==> src/rtl/wav_dfi_lp_resp_pkg.sv <==
// Shared types and sizing for the DFI low-power / ctrlupd responder.
package wav_dfi_lp_pkg;

    localparam int ACK_DLY_DEF  = 2;
    localparam int TLP_RESP_DEF = 8;
    localparam int WAKEUP_W     = 6;
    localparam int WCNT_W       = 7;
    localparam int CNT_W        = $clog2(TLP_RESP_DEF + 1);

    typedef enum logic [1:0] {
        IDLE = 2'd0,
        PEND = 2'd1,
        LP   = 2'd2,
        WAKE = 2'd3
    } lp_state_e;

    function automatic int cnt_width(input int tlp_resp);
        return $clog2(tlp_resp + 1);
    endfunction

endpackage

==> src/rtl/wav_dfi_lp_resp_if.sv <==
// DFI low-power / ctrlupd handshake bundle between controller side and PHY responder.
interface wav_dfi_lp_resp_if;
    import wav_dfi_lp_pkg::*;

    logic                cfg_lp_ctrl_en;
    logic                cfg_lp_data_en;
    logic                phy_busy;
    logic                lp_ctrl_req;
    logic [WAKEUP_W-1:0] lp_ctrl_wakeup;
    logic                lp_ctrl_ack;
    logic                lp_data_req;
    logic [WAKEUP_W-1:0] lp_data_wakeup;
    logic                lp_data_ack;
    logic                ctrlupd_req;
    logic                ctrlupd_ack;
    logic                lp_ctrl_active;
    logic                lp_data_active;
    logic                lp_ctrl_waking;
    logic                lp_data_waking;
    logic                lp_ctrl_timeout;
    logic                lp_data_timeout;

    modport master (
        output cfg_lp_ctrl_en, cfg_lp_data_en, phy_busy,
        output lp_ctrl_req, lp_ctrl_wakeup, lp_data_req, lp_data_wakeup, ctrlupd_req,
        input  lp_ctrl_ack, lp_data_ack, ctrlupd_ack,
        input  lp_ctrl_active, lp_data_active, lp_ctrl_waking, lp_data_waking,
        input  lp_ctrl_timeout, lp_data_timeout
    );

    modport slave (
        input  cfg_lp_ctrl_en, cfg_lp_data_en, phy_busy,
        input  lp_ctrl_req, lp_ctrl_wakeup, lp_data_req, lp_data_wakeup, ctrlupd_req,
        output lp_ctrl_ack, lp_data_ack, ctrlupd_ack,
        output lp_ctrl_active, lp_data_active, lp_ctrl_waking, lp_data_waking,
        output lp_ctrl_timeout, lp_data_timeout
    );

endinterface

==> src/rtl/wav_dfi_lp_resp_chan.sv <==
// One DFI low-power channel: IDLE/PEND/LP/WAKE FSM with grant window, timeout and wake countdown.
module wav_dfi_lp_chan
    import wav_dfi_lp_pkg::*;
#(
    parameter int ACK_DLY  = ACK_DLY_DEF,
    parameter int TLP_RESP = TLP_RESP_DEF
) (
    input  logic                clock,
    input  logic                reset,
    input  logic                i_req,
    input  logic [WAKEUP_W-1:0] i_wakeup,
    input  logic                i_en,
    input  logic                i_phy_busy,
    input  logic                i_inhibit,
    output logic                o_ack,
    output logic                o_active,
    output logic                o_waking,
    output logic                o_timeout,
    output logic                o_idle
);
    localparam int CW = cnt_width(TLP_RESP);
    localparam logic [CW-1:0] C_ACK = CW'(ACK_DLY);
    localparam logic [CW-1:0] C_TLP = CW'(TLP_RESP);

    lp_state_e           r_state, w_state_nxt;
    logic [CW-1:0]       r_cnt, w_cnt_nxt;
    logic [WCNT_W-1:0]   r_wcnt, w_wcnt_nxt;
    logic [WAKEUP_W-1:0] r_wakeup, w_wakeup_nxt;
    logic                r_timeout, w_timeout_nxt;
    logic                w_grant;

    always_ff @(posedge clock or negedge reset) begin
        if (!reset) begin
            r_state   <= IDLE;
            r_cnt     <= '0;
            r_wcnt    <= '0;
            r_wakeup  <= '0;
            r_timeout <= 1'b0;
        end else begin
            r_state   <= w_state_nxt;
            r_cnt     <= w_cnt_nxt;
            r_wcnt    <= w_wcnt_nxt;
            r_wakeup  <= w_wakeup_nxt;
            r_timeout <= w_timeout_nxt;
        end
    end

    // The grant window is a single cycle; a missed window leaves the request
    // pending until it times out or is withdrawn.
    always_comb begin
        w_state_nxt   = r_state;
        w_cnt_nxt     = r_cnt;
        w_wcnt_nxt    = r_wcnt;
        w_wakeup_nxt  = r_wakeup;
        w_timeout_nxt = 1'b0;
        w_grant       = (r_cnt == C_ACK) && i_en && !i_phy_busy;
        case (r_state)
            IDLE: begin
                if (i_req && !i_inhibit) begin
                    w_state_nxt = PEND;
                    w_cnt_nxt   = CW'(1);
                end
            end
            PEND: begin
                if (!i_req) begin
                    w_state_nxt = IDLE;
                    w_cnt_nxt   = '0;
                end else if (w_grant) begin
                    w_state_nxt  = LP;
                    w_cnt_nxt    = '0;
                    w_wakeup_nxt = i_wakeup;
                end else if (r_cnt != C_TLP) begin
                    w_cnt_nxt     = r_cnt + CW'(1);
                    w_timeout_nxt = (r_cnt == C_TLP - CW'(1));
                end
            end
            LP: begin
                if (i_req) begin
                    w_wakeup_nxt = i_wakeup;
                end else begin
                    w_state_nxt = WAKE;
                    w_wcnt_nxt  = {1'b0, r_wakeup} + WCNT_W'(1);
                end
            end
            WAKE: begin
                if (r_wcnt == WCNT_W'(1)) begin
                    w_state_nxt = IDLE;
                    w_wcnt_nxt  = '0;
                end else begin
                    w_wcnt_nxt = r_wcnt - WCNT_W'(1);
                end
            end
            default: w_state_nxt = IDLE;
        endcase
    end

    assign o_ack     = (r_state == LP);
    assign o_active  = (r_state == LP);
    assign o_waking  = (r_state == WAKE);
    assign o_idle    = (r_state == IDLE);
    assign o_timeout = r_timeout;

endmodule

==> src/rtl/wav_dfi_lp_resp.sv <==
// PHY-side DFI responder: two LP channels plus the ctrlupd grant that holds them off.
module wav_dfi_lp_resp
    import wav_dfi_lp_pkg::*;
#(
    parameter int ACK_DLY  = ACK_DLY_DEF,
    parameter int TLP_RESP = TLP_RESP_DEF
) (
    input  logic             clock,
    input  logic             reset,
    wav_dfi_lp_resp_if.slave bus
);
    localparam int NCH = 2;

    logic [NCH-1:0]               w_req, w_en, w_ack, w_active, w_waking, w_timeout, w_idle;
    logic [NCH-1:0][WAKEUP_W-1:0] w_wakeup;
    logic                         r_upd_grant, w_upd_grant_nxt;

    assign w_req    = {bus.lp_data_req,    bus.lp_ctrl_req};
    assign w_en     = {bus.cfg_lp_data_en, bus.cfg_lp_ctrl_en};
    assign w_wakeup = {bus.lp_data_wakeup, bus.lp_ctrl_wakeup};

    // Inhibit uses the next grant value so a ctrlupd rising on the same edge
    // as an LP request keeps that channel in IDLE.
    assign w_upd_grant_nxt = bus.ctrlupd_req & (r_upd_grant | (~bus.phy_busy & (&w_idle)));

    always_ff @(posedge clock or negedge reset) begin
        if (!reset) r_upd_grant <= 1'b0;
        else        r_upd_grant <= w_upd_grant_nxt;
    end

    assign bus.ctrlupd_ack = bus.ctrlupd_req & r_upd_grant;

    for (genvar g = 0; g < NCH; g++) begin : g_chan
        wav_dfi_lp_chan #(
            .ACK_DLY  (ACK_DLY),
            .TLP_RESP (TLP_RESP)
        ) u_chan (
            .clock      (clock),
            .reset      (reset),
            .i_req      (w_req[g]),
            .i_wakeup   (w_wakeup[g]),
            .i_en       (w_en[g]),
            .i_phy_busy (bus.phy_busy),
            .i_inhibit  (w_upd_grant_nxt),
            .o_ack      (w_ack[g]),
            .o_active   (w_active[g]),
            .o_waking   (w_waking[g]),
            .o_timeout  (w_timeout[g]),
            .o_idle     (w_idle[g])
        );
    end

    assign bus.lp_ctrl_ack     = w_ack[0];
    assign bus.lp_data_ack     = w_ack[1];
    assign bus.lp_ctrl_active  = w_active[0];
    assign bus.lp_data_active  = w_active[1];
    assign bus.lp_ctrl_waking  = w_waking[0];
    assign bus.lp_data_waking  = w_waking[1];
    assign bus.lp_ctrl_timeout = w_timeout[0];
    assign bus.lp_data_timeout = w_timeout[1];

endmodule

==> src/flat_wrapper.sv <==
// flat-port wrapper written by rule: the top's interface ports become plain ports
module wav_dfi_lp_resp_flat import wav_dfi_lp_pkg::*;
#(
    parameter int ACK_DLY  = ACK_DLY_DEF,
    parameter int TLP_RESP = TLP_RESP_DEF
)
  (clock, reset, bus_cfg_lp_ctrl_en, bus_cfg_lp_data_en, bus_phy_busy, bus_lp_ctrl_req, bus_lp_ctrl_wakeup, bus_lp_data_req, bus_lp_data_wakeup, bus_ctrlupd_req, bus_lp_ctrl_ack, bus_lp_data_ack, bus_ctrlupd_ack, bus_lp_ctrl_active, bus_lp_data_active, bus_lp_ctrl_waking, bus_lp_data_waking, bus_lp_ctrl_timeout, bus_lp_data_timeout);
  wav_dfi_lp_resp_if bus_i ();
  input  logic clock;
  input  logic reset;
  input wire logic [$bits(bus_i.cfg_lp_ctrl_en)-1:0] bus_cfg_lp_ctrl_en;
  input wire logic [$bits(bus_i.cfg_lp_data_en)-1:0] bus_cfg_lp_data_en;
  input wire logic [$bits(bus_i.phy_busy)-1:0] bus_phy_busy;
  input wire logic [$bits(bus_i.lp_ctrl_req)-1:0] bus_lp_ctrl_req;
  input wire logic [$bits(bus_i.lp_ctrl_wakeup)-1:0] bus_lp_ctrl_wakeup;
  input wire logic [$bits(bus_i.lp_data_req)-1:0] bus_lp_data_req;
  input wire logic [$bits(bus_i.lp_data_wakeup)-1:0] bus_lp_data_wakeup;
  input wire logic [$bits(bus_i.ctrlupd_req)-1:0] bus_ctrlupd_req;
  output wire logic [$bits(bus_i.lp_ctrl_ack)-1:0] bus_lp_ctrl_ack;
  output wire logic [$bits(bus_i.lp_data_ack)-1:0] bus_lp_data_ack;
  output wire logic [$bits(bus_i.ctrlupd_ack)-1:0] bus_ctrlupd_ack;
  output wire logic [$bits(bus_i.lp_ctrl_active)-1:0] bus_lp_ctrl_active;
  output wire logic [$bits(bus_i.lp_data_active)-1:0] bus_lp_data_active;
  output wire logic [$bits(bus_i.lp_ctrl_waking)-1:0] bus_lp_ctrl_waking;
  output wire logic [$bits(bus_i.lp_data_waking)-1:0] bus_lp_data_waking;
  output wire logic [$bits(bus_i.lp_ctrl_timeout)-1:0] bus_lp_ctrl_timeout;
  output wire logic [$bits(bus_i.lp_data_timeout)-1:0] bus_lp_data_timeout;
  assign bus_i.cfg_lp_ctrl_en = bus_cfg_lp_ctrl_en;
  assign bus_i.cfg_lp_data_en = bus_cfg_lp_data_en;
  assign bus_i.phy_busy = bus_phy_busy;
  assign bus_i.lp_ctrl_req = bus_lp_ctrl_req;
  assign bus_i.lp_ctrl_wakeup = bus_lp_ctrl_wakeup;
  assign bus_i.lp_data_req = bus_lp_data_req;
  assign bus_i.lp_data_wakeup = bus_lp_data_wakeup;
  assign bus_i.ctrlupd_req = bus_ctrlupd_req;
  assign bus_lp_ctrl_ack = bus_i.lp_ctrl_ack;
  assign bus_lp_data_ack = bus_i.lp_data_ack;
  assign bus_ctrlupd_ack = bus_i.ctrlupd_ack;
  assign bus_lp_ctrl_active = bus_i.lp_ctrl_active;
  assign bus_lp_data_active = bus_i.lp_data_active;
  assign bus_lp_ctrl_waking = bus_i.lp_ctrl_waking;
  assign bus_lp_data_waking = bus_i.lp_data_waking;
  assign bus_lp_ctrl_timeout = bus_i.lp_ctrl_timeout;
  assign bus_lp_data_timeout = bus_i.lp_data_timeout;
  wav_dfi_lp_resp #(.ACK_DLY(ACK_DLY), .TLP_RESP(TLP_RESP)) u_core (.clock(clock), .reset(reset), .bus(bus_i));
endmodule
==> config.mk <==
export PLATFORM = sky130hd
export DESIGN_NAME = wav_dfi_lp_resp_flat
export DESIGN_NICKNAME = d
export VERILOG_FILES = /design/src/rtl/wav_dfi_lp_resp_pkg.sv /design/src/rtl/wav_dfi_lp_resp_if.sv /design/src/rtl/wav_dfi_lp_resp_chan.sv /design/src/rtl/wav_dfi_lp_resp.sv /design/src/flat_wrapper.sv
export SDC_FILE = /design/constraint.sdc
export NUM_CORES = 1
export LEC_CHECK = 0
export CORE_ASPECT_RATIO = 1.75
export CORE_UTILIZATION = 45
export CTS_BUF_LIST = sky130_fd_sc_hd__clkbuf_8
export CTS_CLUSTER_SIZE = 12
export DETAILED_ROUTE_END_ITERATION = 6
export PLACE_DENSITY = 0.69
export SYNTH_ARGS = -nofsm -noshare
export SYNTH_HDL_FRONTEND = slang
export SYNTH_SLANG_ARGS = --single-unit
==> constraint.sdc <==
create_clock -name clock -period 1.8 [get_ports clock]
set_clock_uncertainty 0.2 [all_clocks]
set_input_delay 0.18 -clock clock [delete_from_list [all_inputs] [get_ports clock]]
set_output_delay 0.18 -clock clock [all_outputs]
set_load 0.01 [all_outputs]
### Word level (Yosys, flattened, before mapping)

Index checks and enable logic that the tools add are counted.

| storage, ports and cells | value |
|---|---|
| bits in registers | 41 |
| input port bits | 20 |
| output and inout bits | 9 |
| word-level logic and storage cells | 121 |

| cells by class | value |
|---|---|
| add/subtract/negate cells | 6 |
| eq/ne operators | 30 |
| mux-type cells | 44 |
| bitwise gates (word level) | 5 |
| reduce and logical (&&, ||, !) cells | 25 |

Operators by type and width:

| kind | count |
|---|---|
| two-way mux 6 bit | 6 |
| two-way mux 4 bit | 8 |
| two-way mux 7 bit | 4 |
| case mux 7 bit (2 select lines) | 2 |
| case mux 6 bit (2 select lines) | 2 |
| two-way mux 2 bit | 10 |
| inequality test 2 bit, second input constant | 8 |
| inequality test 4 bit, second input constant | 4 |
| case mux 2 bit (4 select lines) | 2 |
| case mux 4 bit (2 select lines) | 2 |
| AND reduction 4 bit | 4 |
| adder 6 x 1 -> 7 bit, second input constant | 2 |
| equality test 7 x 1 -> 1 bit, second input constant | 2 |
| subtractor 7 x 1 -> 7 bit, second input constant | 2 |
| nonzero test 2 bit | 6 |
| adder 4 x 1 -> 4 bit, second input constant | 2 |
| equality test 2 bit, second input constant | 4 |
| equality test 4 x 2 -> 1 bit, second input constant | 2 |
| equality test 4 x 3 -> 1 bit, second input constant | 2 |
| two-way mux 1 bit | 8 |
| inequality test 2 x 1 -> 1 bit, second input constant | 4 |
| logical AND 1 bit | 6 |
| inequality test 3 bit, second input constant | 2 |
| AND reduction 2 bit | 3 |
| 7 further kinds | 13 |

### Logic depth before layout (Yosys ltp)

| depth | value |
|---|---|
| depth after elaboration | 9 |
| gate-level depth with buffers | 6 |
| depth with buffers taken out | 6 |

### Hierarchy

Synthesis repeated with hierarchy kept, for this count alone.

| second synthesis, totals | value |
|---|---|
| cell total of the unflattened synthesis | 312 |
| area, all modules | 2760.1 um^2 |

By module, submodules not included:

| module | times used | cells an instance | area an instance (um^2) | seq. area each (um^2) |
|---|---|---|---|---|
| wav_dfi_lp_chan | 2 | 154 | 1356.3 | 500.5 |
| wav_dfi_lp_resp | 1 | 4 | 47.5 | 25.0 |

### Worst setup path after synthesis

OpenSTA, ideal clock, no wires.

| timing path | value |
|---|---|
| kind | register to register |
| from | register u_core.g_chan[1].u_chan.r_state[0] |
| to | register u_core.g_chan[0].u_chan.r_cnt[0] |
| library setup time | 0.125 ns |
| arrival | 1.620 ns |
| data required time | 1.475 ns |
| slack | -0.145 ns |
| cell stages (with the launch flop) | 6 |
| path buffers | 1 |
| clock period less this slack | 1.945 ns |
| path through | dfrtp_1 buf_6 or4b_4 a31oi_4 or2_4 mux2_4 |

| between the ends | value |
|---|---|
| longest elaborated chain between the ends | 9 |

Ends and longest elaborated chain:

| item | RTL line | RTL |
|---|---|---|
| start: declaration | wav_dfi_lp_resp_chan.sv:25 | `lp_state_e r_state, w_state_nxt;` |
| start signal: assignment | wav_dfi_lp_resp_chan.sv:40 | `r_state <= w_state_nxt;` |
| zero test 2 bit | wav_dfi_lp_resp_chan.sv:100 | `assign o_idle = (r_state == IDLE);` |
| AND reduction 2 bit | wav_dfi_lp_resp.sv:24 | `assign w_upd_grant_nxt = bus.ctrlupd_req & (r_upd_grant \| (~bus.phy_busy & (&w_idle)));` |
| bitwise AND 1 bit | wav_dfi_lp_resp.sv:24 |  |
| OR 1 bit | wav_dfi_lp_resp.sv:24 |  |
| bitwise AND 1 bit | wav_dfi_lp_resp.sv:24 |  |
| zero test 1 bit | wav_dfi_lp_resp_chan.sv:59 | `if (i_req && !i_inhibit) begin` |
| logical AND 1 bit | wav_dfi_lp_resp_chan.sv:59 |  |
| inequality test 2 x 1 -> 1 bit (no source line) | -- |  |
| AND reduction 3 bit (no source line) | -- |  |
| end signal: assignment | wav_dfi_lp_resp_chan.sv:41 | `r_cnt <= w_cnt_nxt;` |
| end: declaration | wav_dfi_lp_resp_chan.sv:26 | `logic [CW-1:0] r_cnt, w_cnt_nxt;` |

No other way between the ends.
A chain may end at the register's enable or synchronous reset.

### Final worst setup path

| timing path | value |
|---|---|
| from | register u_core.g_chan[0].u_chan.r_wcnt[2] |
| to | register u_core.g_chan[0].u_chan.r_wcnt[5] |

| between the ends | value |
|---|---|
| longest elaborated chain between the ends | 3 |
| elaborated cells between the ends (all ways) | 4 |
| those cells by class | 1 x add/sub; 1 x eq/ne; 2 x mux |

Ends and longest elaborated chain:

| item | RTL line | RTL |
|---|---|---|
| start: declaration | wav_dfi_lp_resp_chan.sv:27 | `logic [WCNT_W-1:0] r_wcnt, w_wcnt_nxt;` |
| start signal: assignment | wav_dfi_lp_resp_chan.sv:42 | `r_wcnt <= w_wcnt_nxt;` |
| subtractor 7 x 1 -> 7 bit / equality test 7 x 1 -> 1 bit (equally long branches) | wav_dfi_lp_resp_chan.sv:90, wav_dfi_lp_resp_chan.sv:86 |  |
| two-way mux 7 bit * | wav_dfi_lp_resp_chan.sv:86 | `if (r_wcnt == WCNT_W'(1)) begin` |
| case mux 7 bit (2 select lines) * | wav_dfi_lp_resp_chan.sv:57 | `case (r_state)` |

Mark *: on every way between the ends. The rest lies on a longest branch, timed or not.

==> summary.md <==
| Metric | Value |
|---|---|
| Starting Density | `47.42%` |
| Syn Area/Cell | `9.936 sq um` |
| Clock Latency Late Sink | `0.30 ns` |
| Root Driver | `clkbuf_8` |
| Number of enable flip-flop cells after synthesis | `0` |
| RePlAce Congestion | `0.8350` |
| CTS sink cnt | `41` |
| Overflow after GRT | `0` |
| Worst Path Buf+Inv | `0` |
| H-tree depth | `2` |
| P_int | `0.002124 W` |
| Failing checks | `setup timing` |
| Row count | `35` |
| Vias/cell | `5.584` |
| Fmax | `529.6 MHz` |
| Count of unique library cells instantiated by Yosys | `66` |
| CTS tree | `built` |
| Critical path startpoint category | `register` |
| Design area | `3671 sq um` |
| Setup violations, final | `11` |
| Num CTS Buffers | `5` |
| Fin nets | `382` |
| Syn Nets | `287` |
| RSZ-0062 raised after global routing | `yes` |
| Area Growth Syn to Fin | `44.89%` |
| Most common cell after layout, fill and taps aside | `buf_4` |
| Most used cell, CP | `or3_4` |
| Post-DRT Antenna Nets | `0` |
| Routed WL | `6.772 mm` |
| Data required, critical path | `1.82 ns` |
| IO Count | `29` |
| Synth top area cells | `dfrtp_1 40%, ha_1 5.9%, mux2_1 5.3%, inv_1 3.0%, a21oi_1 2.8%` |
| Crit path kind | `register to register` |
| CP max stage cell | `or4_4` |
| Die footprint | `5946 sq um` |
| Worst vdd ir | `0.7402 mV` |
| P_leak | `1.695 nW` |
| Yosys synthesis warning count | `0` |
| Period Utilization, post-route | `104.9%` |
| Via count | `2362` |
| Placed inst area | `3261 sq um` |
| CP delay by family, top | `simple AND/OR/NAND/NOR gates` |
| Switching Share | `35.44%` |
| Setup WS post-layout | `-0.08826 ns` |
| Largest net degree at the start of global routing | `23` |
| Worst-path fanout max | `2` |
| Port bufs | `28` |
| Grt met3 use | `2.682%` |
| Clock power frac | `17.2%` |
| Met1 usage in global routing | `25.39%` |
| Min-delay worst type | `input pin to async pin` |
| Biggest cell delay along the critical path | `0.42 ns` |
| DR WL/cell | `16.01 microns` |
| Share of the synthesized area in the top cell type | `40.49%` |
| Slew @ Worst Pin | `0.5209 ns` |
| Sequential area share after synthesis | `40.49%` |
| Core ar. | `5343 sq um` |
| DP HPWL | `4.871 mm` |
| DRT iter0 DRCs | `103` |
| Syn Inst Count | `255` |
| First-pass GRT wire length | `11.02 mm` |
| Crit path time final | `1.888 ns` |
| GR Layer Usage met2 | `45.80%` |
| Arr. time, crit path | `1.91 ns` |
| Seq pwr share | `38.9%` |
| Synth Register Bits | `41` |
| P per Cell Area | `896.3 nW/um^2` |
| Rel. slew slack | `65.28%` |
| Switching power of the nets | `0.001166 W` |
| GR peak layer | `met2` |
| Die Y-Extent | `101.3 microns` |
| Antenna diodes | `0` |
| Synthesized cell area | `2534 sq um` |
| Most frequent cells in the layout | `64 x buf_4, 39 x dfrtp_1, 19 x clkdlybuf4s50_1` |
| Vias in the first global route | `2446` |
| Maximum clock path buffer count | `2` |
| Antenna violations before repair | `0` |
| Crit path capture type | `register` |
| Logic gate share of total power | `43.9%` |
| Clock Pin Slew Worst Setup and Hold Paths | `0.08 ns` |
| Count of final hold-check violations | `0` |
| Fraction of layout cells with a size suffix above 1 | `37.82%` |
| Final Max Tran Viols | `0` |
| Status | `finished with violations` |
| # DRC | `0` |
| Total GRT Usage | `24.46%` |
| Die width | `58.72 microns` |
| Post-synth ARST share | `100.0%` |
| Initial DRT Pass Iterations | `4` |
| Cell taking the most area after synthesis | `dfrtp_1` |
| Crit-path cells | `or3_4 -> or3_4 -> or4_4 -> o221ai_2` |
| Hold Worst Slack | `0.1913 ns` |
| Ys flop type | `dfrtp_1` |
| # Max-Cap Violations | `0` |
[flip-flops by register name, summed over array words and instances (netlist names), named ones only]
name / count
u_core.g_chan.u_chan.o_timeout: 2
u_core.g_chan.u_chan.r_cnt: 8
u_core.g_chan.u_chan.r_state: 2
u_core.g_chan.u_chan.r_wakeup: 12
u_core.g_chan.u_chan.r_wcnt: 14
u_core.r_upd_grant: 1
[stage by stage]
step	TNS (ns)	setup WS (ns)	cells	util, %	total power, W
after global routing	-1.611	-0.1276	423	68.71	0.003492
after global placement	-7.694	-0.3917	403	61.03	0.002409
after CTS	-0.1374	-0.06492	417	64.68	0.003023
final	-0.3501	-0.08826	423	68.71	0.003290
after floorplan	-0.1056	-0.09496	255	-	0.001926
after detailed placement	-8.553	-0.4453	403	61.03	0.002437
[layout make-up]
type | instances | area (sq um)
inverters | 22 | 83.83
clock buffers | 5 | 68.82
fillers | 422 | 1672
repair buffers | 97 | 800.8
flip-flops and latches | 41 | 1028
clock inverters | 1 | 5.005
multi-input cells | 183 | 1592
well taps | 74 | 92.59
[routing by layer]
metal | wire, microns | vias to the layer above
li1 | - | 1123
met4 | 323 | 0
met1 | 2508 | 1135
met3 | 197 | 32
met5 | 0 | -
met2 | 3743 | 72
[repair_timing]
action	CTS	global route
gates resized for setup	27	44
pin swaps	11	19
buffers inserted	7	8
endpoints found under the setup margin	31	32
hold buffers	1	0
endpoints found under the hold margin	20	0
[synth_stat cells (3+ instances only)]
library cell,instances
a211oi_1,7
a21oi_1,14
a22o_1,3
and2_1,4
and3_1,5
buf_4,3
dfrtp_1,41
ha_1,12
inv_1,20
mux2_1,12
nand2_1,11
nand3_1,10
nor2_1,11
nor2b_1,5
nor3_1,6
nor3b_1,3
o21ai_0,8
o21ai_1,7
o22ai_1,5
xor2_1,7
[worst register-to-register path, delay by kind of cell (launching register included)]
family             cells  cell delay [ns]
and+or+nand+nor        3             1.16
DFF                    1             0.38
AOI/OAI and AO/OA      1             0.08
[power by group through the flow]
stage	clock network (W)	registers, W	logic, W
finish	0.000566	0.00128	0.00144
global route	0.000608	0.00131	0.00158
CTS	0.000577	0.00125	0.00119
detailed placement	0	0.00127	0.00117
floorplan	0	0.00124	0.000683
global placement	0	0.00126	0.00115
[worst paths after layout]
path	start	depth (start not counted)	slack (ns)	end
max	u_core.g_chan[0].u_chan.r_wcnt[2]	4	-0.09	u_core.g_chan[0].u_chan.r_wcnt[5]
min	reset	2	0.19	u_core.g_chan[1].u_chan.r_wcnt[5]
max reg2reg	u_core.g_chan[0].u_chan.r_wcnt[2]	4	-0.09	u_core.g_chan[0].u_chan.r_wcnt[5]
min reg2reg	u_core.g_chan[0].u_chan.r_wakeup[1]	1	0.35	u_core.g_chan[0].u_chan.r_wakeup[1]
max in group asynchronous	reset	3	0.65	u_core.g_chan[0].u_chan.r_cnt[2]
min in group clock	bus_lp_ctrl_wakeup[5]	2	0.29	u_core.g_chan[0].u_chan.r_wakeup[5]
[cells by family after synthesis]
logic type      after synthesis  synth area share, %
mux                          14                6.321
xor+xnor                      9                3.111
compound gates               73                20.40
fa+ha+maj                    12                5.926
flops                        41                40.49
simple gates                 75                17.98
buf+inv                      31                5.777
(Power assumes the default switching activity.)
